**src/rtl/fht_pkg.sv**
```systemverilog
// Shared sizing and address helpers for the parametrised FHT sequencer.
// Sector length for stage s is D >> (s-1). It is kept as a shift count so the address maps stay power-of-two masks.
package fht_pkg;

  localparam int N_LOG2_DEF   = 10;
  localparam int BFLY_LAT_DEF = 6;

  typedef enum logic {FHT_IDLE = 1'b0, FHT_RUN = 1'b1} fht_state_t;

  function automatic int depth(input int n_log2);
    return 1 << (n_log2 - 2);
  endfunction

  function automatic int stage_len(input int n_log2, input int bfly_lat);
    return 2 * depth(n_log2) + bfly_lat;
  endfunction

  // Sector length is 1 << (a_bit - shift); the shift saturates so the length floors at 1.
  function automatic int sector_shift(input int stage, input int a_bit);
    int sh;
    if (stage == 0) sh = 0;
    else sh = stage - 1;
    if (sh > a_bit) sh = a_bit;
    return sh;
  endfunction

  function automatic int mirror_addr(input int p, input int sh, input int a_bit);
    int lg;
    int mask;
    lg   = a_bit - sh;
    mask = (1 << lg) - 1;
    if ((p >> lg) == 0) return p;
    return (p & ~mask) | ((-(p & mask)) & mask);
  endfunction

  function automatic int coef_idx(input int o, input int stage, input int a_bit);
    if (stage == 0) return 0;
    return (o << (stage - 1)) & ((1 << a_bit) - 1);
  endfunction

endpackage

```
**src/rtl/fht_addr_map.sv**
```systemverilog
// Maps a butterfly step index and stage to sector, direct/mirror bank addresses and twiddle index.
module fht_addr_map
  import fht_pkg::*;
#(
  parameter int A_BIT   = 8,
  parameter int SEC_BIT = 9,
  parameter int ST_BIT  = 4
) (
  input  logic [A_BIT-1:0]   step,
  input  logic [ST_BIT-1:0]  stage,
  input  logic               en,
  output logic [SEC_BIT-1:0] sector,
  output logic               second_half,
  output logic [A_BIT-1:0]   direct,
  output logic [A_BIT-1:0]   mirror,
  output logic [A_BIT-1:0]   coef
);

  int sh;
  int lg;
  int mask;
  int k;
  int o;

  // Split the step into sector/offset and derive all addresses; zero outside the active window.
  always_comb begin
    sh   = sector_shift(int'(stage), A_BIT);
    lg   = A_BIT - sh;
    mask = (1 << lg) - 1;
    k    = int'(step) >> lg;
    o    = int'(step) & mask;
    if (en) begin
      sector      = SEC_BIT'(k);
      second_half = (o >= ((mask + 1) >> 1));
      direct      = step;
      mirror      = A_BIT'(mirror_addr(int'(step), sh, A_BIT));
      coef        = A_BIT'(coef_idx(o, int'(stage), A_BIT));
    end else begin
      sector      = {SEC_BIT{1'b0}};
      second_half = 1'b0;
      direct      = {A_BIT{1'b0}};
      mirror      = {A_BIT{1'b0}};
      coef        = {A_BIT{1'b0}};
    end
  end

endmodule

```
**src/rtl/fht_control_gen.sv**
```systemverilog
// Stage/sector sequencer for the in-place radix-2 FHT: read and delayed write addressing,
// write strobes, twiddle addresses and ping-pong bank selection, with abort and busy/done handshake.
module fht_control_gen
  import fht_pkg::*;
#(
  parameter  int N_LOG2   = N_LOG2_DEF,
  localparam int A_BIT    = N_LOG2 - 2,
  parameter  int SEC_BIT  = N_LOG2 - 1,
  parameter  int ST_BIT   = 4,
  parameter  int BFLY_LAT = BFLY_LAT_DEF
) (
  input  logic               iCLK,
  input  logic               iRESET,
  input  logic               iSTART,
  input  logic               iABORT,
  output logic [ST_BIT-1:0]  oSTAGE,
  output logic               oST_ZERO,
  output logic               oST_LAST,
  output logic               o2ND_PART_SUBSEC,
  output logic [SEC_BIT-1:0] oSECTOR,
  output logic [A_BIT-1:0]   oADDR_RD_0,
  output logic [A_BIT-1:0]   oADDR_RD_1,
  output logic [A_BIT-1:0]   oADDR_RD_2,
  output logic [A_BIT-1:0]   oADDR_RD_3,
  output logic [A_BIT-1:0]   oADDR_WR,
  output logic [A_BIT-1:0]   oADDR_WR_BIAS,
  output logic [A_BIT-1:0]   oADDR_COEF,
  output logic               oWE_A,
  output logic               oWE_B,
  output logic               oSOURCE_DATA,
  output logic               oSOURCE_CONT,
  output logic               oRDY,
  output logic               oDONE
);

  localparam int D     = depth(N_LOG2);
  localparam int L     = stage_len(N_LOG2, BFLY_LAT);
  localparam int T_BIT = $clog2(L + 1);

  fht_state_t        state;
  logic [ST_BIT-1:0] stage;
  logic [T_BIT-1:0]  t;
  logic              src_data;
  logic              src_cont;
  logic              done;

  logic              busy;
  logic              rd_en;
  logic              wr_en;
  logic [T_BIT-1:0]  u;
  logic [A_BIT-1:0]  rd_step;
  logic [A_BIT-1:0]  wr_step;
  logic [A_BIT-1:0]  rd_direct;
  logic [A_BIT-1:0]  rd_mirror;
  logic [A_BIT-1:0]  wr_direct;
  logic [A_BIT-1:0]  wr_mirror;
  logic              we;
  logic [SEC_BIT-1:0] wr_sector_unused;
  logic               wr_half_unused;
  logic [A_BIT-1:0]   wr_coef_unused;

  // Sequencer: abort wins over start and stage end; the final stage end raises done for one cycle.
  always_ff @(posedge iCLK or negedge iRESET) begin
    if (!iRESET) begin
      state    <= FHT_IDLE;
      stage    <= {ST_BIT{1'b0}};
      t        <= {T_BIT{1'b0}};
      src_data <= 1'b0;
      src_cont <= 1'b0;
      done     <= 1'b0;
    end else if (iABORT) begin
      state    <= FHT_IDLE;
      stage    <= {ST_BIT{1'b0}};
      t        <= {T_BIT{1'b0}};
      src_data <= 1'b0;
      src_cont <= (state == FHT_IDLE);
      done     <= 1'b0;
    end else begin
      case (state)
        FHT_IDLE: begin
          done <= 1'b0;
          if (iSTART) begin
            state    <= FHT_RUN;
            stage    <= {ST_BIT{1'b0}};
            t        <= {T_BIT{1'b0}};
            src_cont <= 1'b0;
          end else begin
            src_cont <= 1'b1;
          end
        end
        FHT_RUN: begin
          src_cont <= 1'b0;
          if (t == T_BIT'(L - 1)) begin
            t <= {T_BIT{1'b0}};
            if (stage == ST_BIT'(N_LOG2 - 1)) begin
              state    <= FHT_IDLE;
              stage    <= {ST_BIT{1'b0}};
              src_data <= 1'b0;
              done     <= 1'b1;
            end else begin
              stage    <= stage + 1'b1;
              src_data <= ~src_data;
              done     <= 1'b0;
            end
          end else begin
            t    <= t + 1'b1;
            done <= 1'b0;
          end
        end
        default: begin
          state    <= FHT_IDLE;
          stage    <= {ST_BIT{1'b0}};
          t        <= {T_BIT{1'b0}};
          src_data <= 1'b0;
          src_cont <= 1'b0;
          done     <= 1'b0;
        end
      endcase
    end
  end

  assign busy    = (state == FHT_RUN);
  assign rd_en   = busy && (t < T_BIT'(2 * D));
  assign wr_en   = busy && (t >= T_BIT'(BFLY_LAT)) && (t < T_BIT'(BFLY_LAT + 2 * D));
  assign u       = t - T_BIT'(BFLY_LAT);
  assign rd_step = A_BIT'(t >> 1);
  assign wr_step = A_BIT'(u >> 1);
  // Each step spans two cycles; the write lands on the second one.
  assign we      = wr_en && u[0];

  fht_addr_map #(.A_BIT(A_BIT), .SEC_BIT(SEC_BIT), .ST_BIT(ST_BIT)) u_rd_map (
    .step        (rd_step),
    .stage       (stage),
    .en          (rd_en),
    .sector      (oSECTOR),
    .second_half (o2ND_PART_SUBSEC),
    .direct      (rd_direct),
    .mirror      (rd_mirror),
    .coef        (oADDR_COEF)
  );

  fht_addr_map #(.A_BIT(A_BIT), .SEC_BIT(SEC_BIT), .ST_BIT(ST_BIT)) u_wr_map (
    .step        (wr_step),
    .stage       (stage),
    .en          (wr_en),
    .sector      (wr_sector_unused),
    .second_half (wr_half_unused),
    .direct      (wr_direct),
    .mirror      (wr_mirror),
    .coef        (wr_coef_unused)
  );

  assign oSTAGE        = stage;
  assign oST_ZERO      = busy && (stage == {ST_BIT{1'b0}});
  assign oST_LAST      = busy && (stage == ST_BIT'(N_LOG2 - 1));
  assign oADDR_RD_0    = rd_direct;
  assign oADDR_RD_2    = rd_direct;
  assign oADDR_RD_1    = rd_mirror;
  assign oADDR_RD_3    = rd_mirror;
  assign oADDR_WR      = wr_direct;
  assign oADDR_WR_BIAS = wr_mirror;
  assign oWE_A         = we && src_data;
  assign oWE_B         = we && !src_data;
  assign oSOURCE_DATA  = src_data;
  assign oSOURCE_CONT  = src_cont;
  assign oRDY          = !busy;
  assign oDONE         = done;

endmodule

```
**config.mk**
```make
export PLATFORM = sky130hd
export DESIGN_NAME = fht_control_gen
export DESIGN_NICKNAME = d
export VERILOG_FILES = /design/src/rtl/fht_pkg.sv /design/src/rtl/fht_addr_map.sv /design/src/rtl/fht_control_gen.sv
export SDC_FILE = /design/constraint.sdc
export NUM_CORES = 1
export LEC_CHECK = 0
export CAP_MARGIN = 20
export CORE_UTILIZATION = 50
export DETAILED_ROUTE_END_ITERATION = 6
export PLACE_DENSITY_LB_ADDON = 0.3
export REMOVE_ABC_BUFFERS = 1
export SETUP_SLACK_MARGIN = 0.2
export SYNTH_ARGS = -nofsm -noshare
export SYNTH_HDL_FRONTEND = slang
export SYNTH_SLANG_ARGS = --single-unit
```
**constraint.sdc**
```tcl
create_clock -name iCLK -period 10.6 [get_ports iCLK]
set_input_delay 2.65 -clock iCLK [delete_from_list [all_inputs] [get_ports iCLK]]
set_output_delay 2.65 -clock iCLK [all_outputs]
set_load 0.02 [all_outputs]
```
**Yosys cells after proc, flatten, opt, wreduce, memory -nomap -nowiden**

Index checks and enable logic that the tools add are counted.

- Add/subtract/negate cells: 9
- Magnitude comparators: 5
- Equal/unequal tests: 4
- Shifts and indexed selects: 4
- Mux-type cells: 45
- Bitwise gates (word level): 11
- Reduce and logical (&&, ||, !) cells: 18

Operators with widths:

| operator | count |
|---|---|
| $mux W8 | 10 |
| $logic_not A32 Y1 | 2 |
| $mux W32 | 2 |
| $shr A8 B32 Y32 | 2 |
| $and A8 B8 Y8 | 5 |
| $add A32 B2 Y32 const B | 1 |
| $and A9 B32 Y32 | 1 |
| $ge A32 B32 Y1 | 1 |
| $gt A32 B5 Y1 const B | 1 |
| $shl A1 B32 Y32 const A | 1 |
| $shl A32 B32 Y8 | 1 |
| $sub A32 B2 Y32 const B | 1 |
| $sub A5 B32 Y32 const A | 1 |
| $mux W10 | 3 |
| $lt A10 B10 Y1 const B | 2 |
| $mux W1 | 20 |
| $pmux W10 S2 | 1 |
| $mux W4 | 4 |
| $neg A8 Y8 | 2 |
| $or A8 B8 Y8 | 2 |
| $add A10 B1 Y10 const B | 1 |
| $eq A10 B10 Y1 const B | 1 |
| $ge A10 B3 Y1 const B | 1 |
| $mux W9 | 1 |
| 15 further kinds | 29 |

- Register bits after elaboration: 18
- Input port bits: 4
- Output and inout bits: 78
- Logic and storage cells: 102

**Longest topological paths before layout**

- Word-level depth: 13
- Gate-level depth with buffers: 36
- Gate-level depth less buffers: 29

**By module**

From an unflattened synthesis, not the netlist that was laid out.

- Cells, all modules: 964
- Area total of the unflattened synthesis: 7105.6 µm²

By module, submodules not included:

| module | instances | cells an instance | area an instance (µm²) | sequential area each (µm²) |
|---|---|---|---|---|
| fht_addr_map | 2 | 410 | 2909.0 | 0.0 |
| fht_control_gen | 1 | 144 | 1287.5 | 450.4 |

**Worst setup path after synthesis**

No wires, ideal clock.

- Path kind: register to output
- From: register stage[0], in the netlist oSTAGE[0]
- To: output port o2ND_PART_SUBSEC
- Arrival time: 7.208 ns
- Required time: 7.950 ns
- Setup slack: 0.742 ns
- Stages on the path, launching flop included: 34
- Buffers on the path: 7
- Path through: dfrtp_1 buf_2 inv_1 ha_1 o21bai_1 a221oi_2 inv_2 clkbuf_1 ha_1 buf_2 a21oi_1 ha_1 or4_4 nor2_1 nand2_1 clkbuf_1 clkbuf_1 nor2_1 nand2_1 ha_1 buf_2 clkbuf_1 o31ai_1 and2_1 o211ai_1 ha_1 nand3_1 o21ai_0 a21oi_1 nor2_1 o2111a_1 o2111ai_1 or4b_1 nor4_2

- Word-level cells in the longest chain between the ends: 10
- Elaborated cells between the ends (all ways): 12
- Those cells by class: add/sub: 4; order compare: 2; shift: 1; mux: 3; bitwise: 1; reduce/logical: 1

RTL lines:

| what | line | text |
|---|---|---|
| start: declaration | fht_control_gen.sv:41 | `logic [ST_BIT-1:0] stage;` |
| start signal: assignment | fht_control_gen.sv:66 | `stage <= {ST_BIT{1'b0}};` |
| start signal: assignment | fht_control_gen.sv:73 | `stage <= {ST_BIT{1'b0}};` |
| start signal: assignment | fht_control_gen.sv:84 | `stage <= {ST_BIT{1'b0}};` |
| $sub A4 B1 Y5 or $logic_not A4 Y1 (tied branches) | -- |  |
| $mux W32 * | fht_pkg.sv:21 | `if (stage == 0) sh = 0;` |
| $gt A32 B5 Y1 | fht_pkg.sv:23 | `if (sh > a_bit) sh = a_bit;` |
| $mux W32 * | fht_pkg.sv:23 |  |
| $sub A5 B32 Y32 * | fht_addr_map.sv:28 | `lg = A_BIT - sh;` |
| $shl A1 B32 Y32 * | -- |  |
| $sub A32 B2 Y32 * | fht_addr_map.sv:29 | `mask = (1 << lg) - 1;` |
| $add A32 B2 Y32 or $and A9 B32 Y32 (tied branches) | fht_addr_map.sv:34, fht_addr_map.sv:31 |  |
| $ge A32 B32 Y1 * | fht_addr_map.sv:34 | `second_half = (o >= ((mask + 1) >> 1));` |
| $mux W1 * | fht_addr_map.sv:32 | `if (en) begin` |
| end: declaration | fht_control_gen.sv:19 | `output logic o2ND_PART_SUBSEC,` |

Every way passes the cells marked *; elsewhere a longest branch is shown, timed or not.

**Final worst setup path**

- From: register stage[1], in the netlist oSTAGE[1]
- To: output port o2ND_PART_SUBSEC

The elaborated chain is that of the path after synthesis.

==> results.cfg <==
[status]
status = finished clean

[synthesis]
synthDistinctLibCells = 89
synthXorXnorAreaFrac = 0.07392
synth_top_family_by_area = simple AND/OR/NAND/NOR gates
synth.area.mux_share = 0.03654
ys_top_cells_by_area = dfrtp_1, nor2_1, nand2_1, ha_1, xnor2_1
ys_seq_area_frac = 0.1004
netlist_instances = 667
synth.avg_cell_area_um2 = 6.725
synth_compound_area_frac = 0.2717
synthesis.area_um2 = 4486
yosys.area.top_type = dfrtp_1
synth_top_area_share = 0.1004
synth_edf_count = 0
synth_ff_type = dfrtp_1
ys.warnings.count = 0
async_flop_share = 1.000
ys_ff_latch = 18
synth-simple-area-share = 0.3657
synth_fa_ha_area_frac = 0.06695

[setup_path]
cpPeakStageDelay_ps = 550
worst_setup_path_start_kind = register
cp.required_ps = 7950
crit_fanout = 19
criticalPathCategory = register to output pin
cpMaxStageDelayCell = or4_4
arrival_ps = 7130
end_kind = output pin

[power]
powerDensity_nw_per_um2 = 125.3
p_leak_nw = 2.103
peakVddDrop_v = 0.00009477

[route]
post_drt_via_cell_ratio = 6.383
drcViolationCount = 0
wl_per_cell_um = 18.81
dr_total_vias = 5189
drt_pass1_iterations = 5
drt_iter0_drc = 342
drtAntennaViolNets = 0
drt_wl_total_um = 15290

[clock_tree]
cts_setup_buffers = 0
cts_buffers = 3
cts_htree_levels = 1
cts_tree = yes
clk_pin_slew_ps = 70
root_buffer = clkbuf_8
clk_path_buf_depth = 2
clock_sinks = 18
clk_latency_ps = 250

[floorplan]
die_h_um = 96.72
design.core.area_um2 = 8721
dieArea_um2 = 9354
ios = 82
dieWidth_um = 96.72
fp-row-count = 34
start_util = 0.5143

[timing]
setup_viol = 0
finalCritPeriodShare = 0.9228
skew_ps = 0.8937
fin_crit_ps = 9782
fmax_mhz = 102.2
tightestPinTransition_ps = 1031
rsz0062_at_grt = false
finalHoldViolations = 0
final_max_slew_viol_count = 0
hold_slack_ps = 640.8
relSlewSlack = 0.3129
fin_tns_setup_ps = 0

[layout]
drive_gt1_frac = 0.08085
final_util = 0.6056
nNetsFinal = 734
area_growth_syn_to_layout_pct = 17.74
final_common_cell = nor2_1
final_area_um2 = 5281
layout_common_cells = nor2_1, nand2_1, clkdlybuf4s50_1
diodes = 0

[grt]
grt_antenna_before_repair = 0
grt_max_degree = 32
grtUsageTotal = 0.3205
grt_pass1_wl_um = 25320
gr-total-overflow = 0
grt_pass1_vias = 5124

[hold_path]
hold_class = register to register

[place]
finalWeightedCongestion = 1.088
placed_cell_area_um2 = 5191
port-buffer-count = 80
dp_hpwl_um = 11670

[flow_run]
drv_cap = 0
layer usage:
layer | GRT usage | part of all wire
met5 | 0 | 0
met3 | 0.02168 | 0.069
met1 | 0.4013 | 0.40
met2 | 0.5498 | 0.48
met4 | 0.1699 | 0.046
state kept, by name, summed over array words and instances, names as in the netlist:
signal and count:
oSOURCE_DATA 1, oDONE 1, oSTAGE 4, busy 1, t 10, oSOURCE_CONT 1
power by group:
| part | switching (mW) | internal [mW] |
|---|---|---|
| clock network | 0.0225 | 0.0329 |
| registers | 0.00287 | 0.0701 |
| logic | 0.341 | 0.192 |
| total | 0.366 | 0.295 |
path summary, 6_finish.rpt:
check,startpoint,to,slack (ps),cells after the start
setup / recovery,oSTAGE[1]$_DFFE_PN0P_,o2ND_PART_SUBSEC,820,30
hold / removal,t[0]$_DFFE_PN0P_,t[0]$_DFFE_PN0P_,640,1
setup reg to reg,t[3]$_DFFE_PN0P_,oSTAGE[3]$_DFFE_PN0P_,7210,7
hold reg to reg,t[0]$_DFFE_PN0P_,t[0]$_DFFE_PN0P_,640,1
max in group asynchronous,iRESET,oSTAGE[1]$_DFFE_PN0P_,7160,1
min in group asynchronous,iRESET,t[9]$_DFFE_PN0P_,2870,1
cells in the mapped netlist, types with 3 or more instances:
library cell / instances
nor2b_1: 3
or2_2: 6
clkbuf_1: 24
mux2i_1: 13
xnor2_1: 28
o211ai_1: 8
a31oi_1: 8
buf_4: 20
a21oi_1: 33
or3_1: 10
nor3_1: 20
dfrtp_1: 18
o21ai_0: 35
a311oi_1: 6
o31ai_1: 7
a211o_1: 4
nor3_2: 5
o21a_1: 5
nand2_1: 81
ha_1: 24
a21o_1: 5
and3b_1: 3
nor4b_1: 3
buf_2: 10
inv_1: 20
a211oi_1: 10
nor4_1: 4
nand3_1: 33
and3_1: 5
xor2_1: 8
nor3b_1: 3
o2111ai_1: 3
nor2_1: 98
nand2b_1: 12
and2_1: 20
or4_1: 3
worst max-delay path, delay by kind of cell, from the launching register on:
kind | cells | cell delay [ps]
and+or+nand+nor | 12 | 2800
AOI/OAI and AO/OA | 9 | 1400
adders and majority gates | 5 | 1390
buffers and inverters | 4 | 770
DFF | 1 | 490
logic make-up after synthesis:
| family | after synthesis |
|---|---|
| adder cells (fa/ha/maj) | 24 |
| flip-flops | 18 |
| buffers and inverters | 77 |
| other | 1 |
| AO/OA/AOI/OAI | 167 |
| XOR/XNOR | 37 |
| multiplexers | 16 |
| AND/OR/NAND/NOR | 327 |
stage by stage:
stage	power, mW	instances	setup WS (ps)
after global placement	0.5787	808	699.0
after global routing	0.7105	813	317.5
after detailed placement	0.5866	808	437.8
final	0.6616	813	818.4
after CTS	0.6448	812	244.3
after floorplan	0.4567	611	642.3
area by class of cell:
type / count / area, um2
Clock buffer: 4 / 55.05
Multi-Input combinational cell: 572 / 3682
Timing Repair Buffer: 90 / 878.3
Inverter: 21 / 78.83
Tap cell: 108 / 135.1
Sequential cell: 18 / 451.7
Fill cell: 829 / 3440
repair_timing:
item                                    4_1_cts  5_1_grt
gates resized for setup                       1        6
pin swaps                                     0        0
hold buffers                                  0        0
endpoints found under the setup margin        1        1
No activity file was read; power rests on OpenSTA's default activity.
